[src/rtl/pipe_hazard_ctrl.sv]
// Hazard and sequencing controller for the 5-stage MIPS pipeline: operand forwarding,
// load-use and HI/LO stalls, branch flushes, MULT/DIV scheduling and a stall counter.
module pipe_hazard_ctrl #(
   parameter int MUL_CYCLES = 4,
   parameter int DIV_CYCLES = 32
) (
   input  logic        clk,
   input  logic        rst,
   input  logic [4:0]  id_rs,
   input  logic [4:0]  id_rt,
   input  logic        id_uses_rs,
   input  logic        id_uses_rt,
   input  logic        id_hilo_use,
   input  logic [4:0]  ex_rs,
   input  logic [4:0]  ex_rt,
   input  logic [4:0]  ex_rd,
   input  logic        ex_mem_read,
   input  logic        ex_branch_taken,
   input  logic        ex_md_start,
   input  logic        ex_md_is_div,
   input  logic [4:0]  mem_rd,
   input  logic [4:0]  wb_rd,
   input  logic        mem_reg_write,
   input  logic        wb_reg_write,
   output logic        pc_en,
   output logic        ifid_en,
   output logic        ifid_flush,
   output logic        idex_flush,
   output logic [1:0]  forward_a,
   output logic [1:0]  forward_b,
   output logic        md_busy,
   output logic        md_done,
   output logic        md_overlap,
   output logic [31:0] stall_cycles
);

   localparam logic [0:0] ST_IDLE = 1'b0;
   localparam logic [0:0] ST_BUSY = 1'b1;

   localparam logic [7:0] MUL_LOAD = 8'(MUL_CYCLES - 1);
   localparam logic [7:0] DIV_LOAD = 8'(DIV_CYCLES - 1);

   logic [0:0]  state_q, state_d;
   logic [7:0]  cnt_q, cnt_d;
   logic        md_overlap_q, md_overlap_d;
   logic [31:0] stall_cycles_q, stall_cycles_d;

   logic        busy_int, done_int, load_use, hilo_haz;

   // MEM is the younger producer, so it wins over WB; $0 never forwards.
   function automatic logic [1:0] fwd_sel(input logic [4:0] src,
                                          input logic       m_we, input logic [4:0] m_rd,
                                          input logic       w_we, input logic [4:0] w_rd);
      if (m_we && m_rd != 5'd0 && m_rd == src)
         return 2'b01;
      else if (w_we && w_rd != 5'd0 && w_rd == src)
         return 2'b10;
      else
         return 2'b00;
   endfunction

   always_comb begin
      busy_int = (state_q == ST_BUSY) && (cnt_q != 8'd0);
      done_int = (state_q == ST_BUSY) && (cnt_q == 8'd0);
      load_use = ex_mem_read && (ex_rd != 5'd0) &&
                 ((id_uses_rs && id_rs == ex_rd) || (id_uses_rt && id_rt == ex_rd));
      hilo_haz = busy_int && id_hilo_use;

      forward_a  = fwd_sel(ex_rs, mem_reg_write, mem_rd, wb_reg_write, wb_rd);
      forward_b  = fwd_sel(ex_rt, mem_reg_write, mem_rd, wb_reg_write, wb_rd);
      md_busy    = busy_int;
      md_done    = done_int;
      pc_en      = 1'b1;
      ifid_en    = 1'b1;
      ifid_flush = 1'b0;
      idex_flush = 1'b0;

      // A taken branch squashes the stalled instruction anyway, so it overrides the stall.
      if (rst) begin
         pc_en      = 1'b0;
         ifid_en    = 1'b0;
         ifid_flush = 1'b1;
         idex_flush = 1'b1;
         forward_a  = 2'b00;
         forward_b  = 2'b00;
         md_busy    = 1'b0;
         md_done    = 1'b0;
      end else if (ex_branch_taken) begin
         ifid_flush = 1'b1;
         idex_flush = 1'b1;
      end else if (load_use || hilo_haz) begin
         pc_en      = 1'b0;
         ifid_en    = 1'b0;
         idex_flush = 1'b1;
      end
   end

   always_comb begin
      state_d        = state_q;
      cnt_d          = cnt_q;
      md_overlap_d   = md_overlap_q | (ex_md_start && state_q == ST_BUSY);
      stall_cycles_d = stall_cycles_q + {31'd0, ~pc_en};
      case (state_q)
         ST_IDLE: begin
            if (ex_md_start) begin
               state_d = ST_BUSY;
               cnt_d   = ex_md_is_div ? DIV_LOAD : MUL_LOAD;
            end
         end
         default: begin
            if (cnt_q == 8'd0)
               state_d = ST_IDLE;
            else
               cnt_d = cnt_q - 8'd1;
         end
      endcase
   end

   always_ff @(posedge clk or posedge rst) begin
      if (rst) begin
         state_q        <= ST_IDLE;
         cnt_q          <= 8'd0;
         md_overlap_q   <= 1'b0;
         stall_cycles_q <= 32'd0;
      end else begin
         state_q        <= state_d;
         cnt_q          <= cnt_d;
         md_overlap_q   <= md_overlap_d;
         stall_cycles_q <= stall_cycles_d;
      end
   end

   assign md_overlap   = md_overlap_q;
   assign stall_cycles = stall_cycles_q;

endmodule

[config.mk]
export PLATFORM = sky130hd
export DESIGN_NAME = pipe_hazard_ctrl
export DESIGN_NICKNAME = d
export VERILOG_FILES = /design/src/rtl/pipe_hazard_ctrl.sv
export SDC_FILE = /design/constraint.sdc
export NUM_CORES = 1
export LEC_CHECK = 0
export CAP_MARGIN = 20
export CORE_ASPECT_RATIO = 2
export CORE_MARGIN = 5
export CORE_UTILIZATION = 41
export DETAILED_ROUTE_END_ITERATION = 16
export HOLD_SLACK_MARGIN = 0.15
export MAX_ROUTING_LAYER = met4
export PLACE_DENSITY_LB_ADDON = 0.08
export SYNTH_ARGS = -nofsm -noshare
export SYNTH_HDL_FRONTEND = slang
export SYNTH_SLANG_ARGS = --single-unit
export TNS_END_PERCENT = 10
[constraint.sdc]
create_clock -name clk -period 3.05 [get_ports clk]
set_input_delay 0.61 -clock clk [delete_from_list [all_inputs] [get_ports clk]]
set_output_delay 0.61 -clock clk [all_outputs]
set_load 0.03 [all_outputs]
# Word-level counts from Yosys, hierarchy flattened
# Cells that the tools add are included.
dict set report word_totals {
  elab_cells 61
  out_inout_bits 43
  register_bits 42
  input_bits 46
}
dict set report classes {
  reduce_logical 23
  bitwise 2
  add_sub_neg 2
  n_eq_ne 7
  mux 23
}
# cell n
set ops {}
lappend ops {{adder 32 x 1 -> 32 bit} 1}
lappend ops {{== test 5 bit} 6}
lappend ops {{two-way mux 8 bit} 3}
lappend ops {{nonzero test 5 bit} 3}
lappend ops {{logical AND 1 bit} 14}
lappend ops {{two-way mux 1 bit} 13}
lappend ops {{two-way mux 2 bit} 6}
lappend ops {{logical NOT 8 bit} 1}
lappend ops {{nonzero test 8 bit} 1}
lappend ops {{subtractor 8 x 1 -> 8 bit (second input constant)} 1}
lappend ops {{two-way mux 5 bit} 1}
lappend ops {{logical OR 1 bit} 2}
lappend ops {{inequality test 2 bit (second input constant)} 1}
lappend ops {{AND reduction 2 bit} 1}
lappend ops {{nonzero test 2 bit} 1}
lappend ops {{inverter 1 bit} 1}
lappend ops {{OR 1 bit} 1}

# Logic depth before layout (Yosys ltp)
# Gate-level depths: netlist (run 1).
dict set report depth {
  word_depth 10
  ltp_mapped 12
}

# Worst setup path before layout (run 1)
# Ideal clock, no wire load.
dict set report synth_path {
  path_type {input -> output}
  from {input port rst}
  to {output port forward_a[1]}
  arrival_time_ns 2.853
  cell_stages 4
  path_buffers 0
  setup_slack_ns -0.413
  required_time_ns 2.440
  cell_sequence {inv_1 > o211ai_1 > or4_1 > nor4_2}
}
dict set report synth_between {
  elab_chain_cells 1
}
# element line_no
set synth_lines {}
lappend synth_lines {{from (decl)} 8} ;# input logic rst,
lappend synth_lines {{two-way mux 2 bit} 79} ;# if (rst) begin
lappend synth_lines {{to (decl)} 29} ;# output logic [1:0] forward_a,
# Every way passes these cells.

# Worst setup path after layout (run 1)
dict set report layout_path {
  from {input port mem_rd[1]}
  to {output port forward_b[1]}
}
dict set report layout_between {
  elab_chain_cells 5
  word_cells_on_any_way 6
  classes_between {1 x eq/ne; 2 x mux; 3 x reduce/logical}
}
# element line_no
set layout_lines {}
lappend layout_lines {{from (decl)} 21} ;# input logic [4:0] mem_rd,
lappend layout_lines {{nonzero test 5 bit} 54} ;# if (m_we && m_rd != 5'd0 && m_rd == src)
lappend layout_lines {{logical AND 1 bit} 54}
lappend layout_lines {{logical AND 1 bit *} 54}
lappend layout_lines {{two-way mux 2 bit *} 54}
lappend layout_lines {{two-way mux 2 bit *} 79}
lappend layout_lines {{to (decl)} 30} ;# output logic [1:0] forward_b,
# Mark *: on every way between the ends. The rest lies on a longest branch, timed or not.

==> results of run 1 <==
cell usage after synthesis, types with 3 or more instances:
cell     instances  share of area
xnor2_1         37           0.13
inv_1            9          0.014
nor2_1          12          0.018
nor4_1           4          0.010
xor2_1          23          0.081
dfrtp_1         42           0.42
nor3_1           6          0.012
a31oi_1          4          0.010
ha_1             4          0.020
and3_1           5          0.013
or4_1            5          0.015
nand3_1         17          0.034
nand2_1         13          0.020
nand4_1         12          0.030
a21oi_1          8          0.016
o21ai_0          3         0.0061
nor2b_1          3         0.0076
metrics by stage:
step | setup TNS, ns | instances | hold WS [ns] | utilization | setup WS (ns)
after floorplan | 0 | 243 | 0.447 | - | 0.0701
after global placement | -1.82 | 410 | 0.443 | 0.595 | -0.158
after detailed placement | -2.65 | 410 | 0.457 | 0.595 | -0.228
after CTS | -0.0438 | 418 | 0.471 | 0.625 | -0.0438
after global routing | -0.0160 | 420 | 0.491 | 0.637 | -0.0160
final | 0 | 420 | 0.465 | 0.637 | 0.0503
power groups by stage:
stage               Clock, W  Sequential (W)  Combinational [W]
finish              0.000608        0.000788           0.000663
global route        0.000652        0.000808           0.000732
CTS                 0.000622        0.000787           0.000651
detailed placement         0        0.000795           0.000646
global placement           0        0.000792           0.000634
floorplan                  0        0.000855           0.000304
layout make-up:
type                    instances  area [µm²]  share of cell area
multi-input cells             188        1410               0.371
repair buffers                110        1050               0.276
inverters                       9        37.5             0.00990
flip-flops and latches         42        1050               0.277
clock buffers                   5         125              0.0330
well taps                      63        78.8              0.0208
clock inverters                 3        45.0              0.0119
cell families (layout without fill, tap and decap cells):
| kind of cell | count (synthesis) | after routing | share of synthesized area |
|---|---|---|---|
| AND/OR/NAND/NOR | 95 | 95 | 0.237 |
| XOR/XNOR | 60 | 60 | 0.212 |
| flip-flops | 42 | 42 | 0.425 |
| AO/OA/AOI/OAI | 29 | 29 | 0.0814 |
| buffers and inverters | 13 | 127 | 0.0248 |
| adder cells (fa/ha/maj) | 4 | 4 | 0.0202 |
worst max path at each step:
stage                        to  cells after the start
6_report           forward_b[1]                      7
5_1_grt            forward_b[1]                      7
4_1_cts            forward_a[1]                      7
3_5_place_dp   stall_cycles[26]                     12
3_3_place_gp   stall_cycles[26]                     12
2_1_floorplan      forward_a[1]                      4
sequential cells by signal, indices dropped and copies added (netlist names):
name and count:
cnt_q 8, stall_cycles 32, state_q 1, md_overlap 1
worst max-delay path: stages:
cell             delay [ns]
clkdlybuf4s50_1        0.42
or4_4                  0.54
o21ai_2                0.17
buf_4                  0.14
nor3_1                 0.05
nor4_2                 0.26
buf_4                  0.20
what timing repair did:
action                     in CTS  in global routing
gates resized for setup         3                 15
pin swaps                       0                 10
buffers inserted                0                  2
setup endpoints to repair       4                 17
layer usage:
layer,up-vias,global-route usage,wire [µm]
li1,1098,-,-
met1,1046,0.154,2080
met2,73,0.334,3680
met3,12,0.0318,294
met4,0,0.101,229
met5,-,-,0
==> results.json, run 1 <==
{
  "clockRootBuffer": "clkbuf_16",
  "hold_buffers": 0,
  "p_sw_frac": 0.338,
  "ir_worst_vdd_v": 0.000275,
  "grt_max_degree": 31,
  "power_per_cell_area_nw_per_um2": 543,
  "status": "completed",
  "drt-total-wl_um": 6290,
  "finClkSkew_ns": 0.00825,
  "cts.sinks": 42,
  "cts_buffers": 5,
  "yosys_warnings": 0,
  "timing.rr.end": "stall_cycles[26]",
  "antenna_found_initial": 0,
  "avgSynthCellArea_um2": 10.2,
  "finalSetupViolCount": 0,
  "cts_tree": "done",
  "grt_use_total": 0.176,
  "fin_crit_ns": 3.00,
  "arrival_ns": 2.39,
  "path_class": "in -> out",
  "synth_edf_count": 0,
  "clk_latency_ns": 0.29,
  "start_util": 0.416,
  "finalPower_w": 0.00206,
  "dp.final_hpwl_um": 5090,
  "design_area_um2": 3790,
  "synth_area_um2": 2470,
  "min_delay_path_depth": 1,
  "r2r_start": "cnt_q[0]",
  "tightest_slew_ns": 0.786,
  "leakage_nw": 1.67,
  "grt_pass1_vias": 2282,
  "port_buffers": 88,
  "nFillCells": 530,
  "diodes": 0,
  "ys_ff_latch": 42,
  "syn_inst": 243,
  "synthFlopType": "dfrtp_1",
  "final_max_slew_viol_count": 0,
  "die_w_um": 64.9,
  "r2r_slack_ns": 0.34,
  "synth_nets": 293,
  "htreeDepth": 2,
  "path_clk_slew_ns": 0.06,
  "power_frac_clock": 0.295,
  "layout.cells.most_common_list": "clkdlybuf4s50_1, dfrtp_1, xnor2_1, buf_4, xor2_1",
  "die_h_um": 120,
  "startpoint": "mem_rd[1]",
  "max_freq_mhz": 333,
  "syn2layout_area_growth_pct": 53.2,
  "via_count": 2229,
  "postRouteAntennaNets": 0,
  "p_seq_frac": 0.383,
  "ys_types": 45,
  "place_area_um2": 3550,
  "cap_viol_max_count": 0,
  "clock_tree.buffer_depth": 2,
  "drive_gt1_frac": 0.160,
  "synth.yosys.seq_area_share": 0.425,
  "critPathRequiredTime_ns": 2.44,
  "dieArea_um2": 7780,
  "endpoint_kind": "output pin",
  "final_common_cell": "clkdlybuf4s50_1",
  "synthArstFlopShare": 1.00,
  "grt_overflow_total": 0,
  "first_pass_iters": 4,
  "wl_per_cell_um": 15.0,
  "gp_congestion": 0.810,
  "combPwrFrac": 0.322,
  "hold_start": "md_overlap",
  "rsz0062_at_grt": "true",
  "initialDrtViolationCount": 130,
  "nets": 406,
  "min_to": "md_overlap",
  "row_count": 40,
  "io_pins": 89,
  "period_share": 0.984,
  "cp_max_fo": 3,
  "startpoint_type": "input port",
  "rr_worst_depth": 13,
  "drc": 0,
  "p_int_w": 0.00136,
  "avgViaCountPerCell": 5.31,
  "p_sw_w": 0.000696,
  "core_um2": 5960,
  "grt_pass1_wl_um": 10100,
  "relSlewSlack": 0.472,
  "hold_viol_final": 0,
  "min_path_type": "reg -> reg"
}
(Power assumes the default switching activity.)
==> run 2, diff against run 1 <==
Settings changed: HOLD_SLACK_MARGIN 0.15 to 0.08, PLACE_DENSITY_LB_ADDON 0.08 to 0.05.
==> run 2 against run 1 <==
Compared with the run above:
- sequential cell count unchanged
- highest routed layer unchanged
- critical endpoint is now forward_a[1]
- clock skew shrank 0.0025 ns
- design area decreased by 0.59%
==> results.json, run 2 (synthesis results as in run 1) <==
{
  "finClkSkew_ns": 0.00574,
  "critPathRequiredTime_ns": 2.44,
  "grt_overflow_total": 0,
  "antenna_found_initial": 0,
  "clockRootBuffer": "clkbuf_16",
  "path_buf_inv": 3,
  "final_common_cell": "clkdlybuf4s50_1",
  "leakage_nw": 1.64,
  "htreeDepth": 2,
  "drt-total-wl_um": 6450,
  "power_per_cell_area_nw_per_um2": 570,
  "tightest_slew_ns": 0.813,
  "cap_viol_max_count": 0,
  "start_util": 0.416,
  "avgViaCountPerCell": 5.36,
  "min_path_type": "reg -> reg",
  "endpoint_kind": "output pin",
  "slowest_delay_ns": 0.53,
  "first_pass_iters": 4,
  "row_count": 40,
  "postRouteAntennaNets": 0,
  "drive_gt1_frac": 0.147,
  "nets": 403,
  "drc": 0,
  "cts.sinks": 42,
  "relSlewSlack": 0.454,
  "cts_tree": "done",
  "fin_crit_ns": 3.02,
  "layout.cells.most_common_list": "clkdlybuf4s50_1, dfrtp_1, xnor2_1, buf_4, xor2_1",
  "path_class": "in -> out",
  "period_share": 0.990,
  "dp.final_hpwl_um": 5220,
  "hold_viol_final": 0,
  "cp_max_fo": 4,
  "nFillCells": 530,
  "dieArea_um2": 7780,
  "grt_pass1_wl_um": 10800,
  "io_pins": 89,
  "cts_buffers": 5,
  "clock_tree.buffer_depth": 2,
  "grt_max_degree": 43,
  "diodes": 0,
  "grt_pass1_vias": 2393,
  "via_count": 2237,
  "path_cells": "clkdlybuf4s50_1, or4_1, o21ai_2, buf_4, nor3_1, nor4_2, buf_4",
  "cp_slowest_cell": "or4_1",
  "rsz0062_at_grt": "true",
  "arrival_ns": 2.41,
  "max_freq_mhz": 331,
  "largest_reg_flops": 32,
  "startpoint_type": "input port",
  "path_delay_family": "simple AND/OR/NAND/NOR gates",
  "gp_congestion": 0.797,
  "status": "completed",
  "die_h_um": 120,
  "final_max_slew_viol_count": 0,
  "core_um2": 5960,
  "hold_slack_ns": 0.455,
  "wl_per_cell_um": 15.5,
  "tns_ns": 0,
  "hold_buffers": 0,
  "path_clk_slew_ns": 0.06,
  "initialDrtViolationCount": 100,
  "ir_worst_vdd_v": 0.000252,
  "post-route-util": 0.633,
  "port_buffers": 88,
  "die_w_um": 64.9,
  "finalSetupViolCount": 0,
  "syn2layout_area_growth_pct": 52.3,
  "grt_use_total": 0.182,
  "clk_latency_ns": 0.29,
  "path_common_cell": "buf_4"
}
## run 2: changes by cell type in the layout (fill, tap and decap cells not counted), moves of 2 or more
cell	before	now
buf_4	28	25
clkinvlp_4	3	1
clkdlybuf4s50_1	72	75
or4_4	2	0
or4_1	3	5
dlymetal6s2s_1	8	5
## run 2: where the power goes
group          total (W)  leakage, nW  internal, W  switching, W
clock network   0.000699       0.0940     0.000470      0.000228
logic           0.000663        0.999     0.000317      0.000346
registers       0.000789        0.547     0.000657      0.000132
total            0.00215         1.64      0.00144      0.000706
## run 2: worst reg2reg max path: cells and delay by family, from the launching register on
family	cells	cell delay, ns
simple gates	4	0.63
fa+ha+maj	3	0.62
compound gates	3	0.57
flops	1	0.41
buf+inv	2	0.23
xor+xnor	1	0.17
## run 2: per-layer routing
| layer | up-vias | routed length [µm] | GRT usage |
|---|---|---|---|
| met2 | 70 | 3820 | 0.343 |
| met1 | 1063 | 2100 | 0.159 |
| li1 | 1092 | - | - |
| met4 | 0 | 252 | 0.110 |
| met3 | 12 | 279 | 0.0365 |
| met5 | - | 0 | - |
## run 2: timing repair
action | in CTS | in global routing
setup endpoints to repair | 4 | 16
setup buffers | 0 | 0
pin swaps | 0 | 7
gates resized for setup | 3 | 9
## run 2: final timing paths
check,endpoint,cells past startpoint,slack (ns),startpoint
max,forward_a[1],7,0.03,mem_rd[2]
min,md_overlap,1,0.45,md_overlap
max reg2reg,stall_cycles[26],13,0.30,cnt_q[0]
min reg2reg,md_overlap,1,0.45,md_overlap
max in group asynchronous,stall_cycles[31],4,1.65,rst
min in group asynchronous,cnt_q[3],4,1.03,rst
## run 2: metrics by stage
step / cells / setup WS [ns] / area, µm² / power [W]
after floorplan: 243 / 0.0701 / 2480 / 0.00116
after global placement: 409 / -0.184 / 3540 / 0.00143
after detailed placement: 409 / -0.201 / 3540 / 0.00145
after CTS: 417 / -0.00529 / 3740 / 0.00216
after global routing: 417 / -0.0652 / 3770 / 0.00228
final: 417 / 0.0303 / 3770 / 0.00215
## run 2: final cells by class
type                    count  area, µm²  share of cell area
well taps                  63       78.8              0.0209
inverters                   9       37.5             0.00996
clock inverters             3       68.8              0.0183
multi-input cells         188       1390               0.369
repair buffers            107       1020               0.270
clock buffers               5        125              0.0332
flip-flops and latches     42       1050               0.279
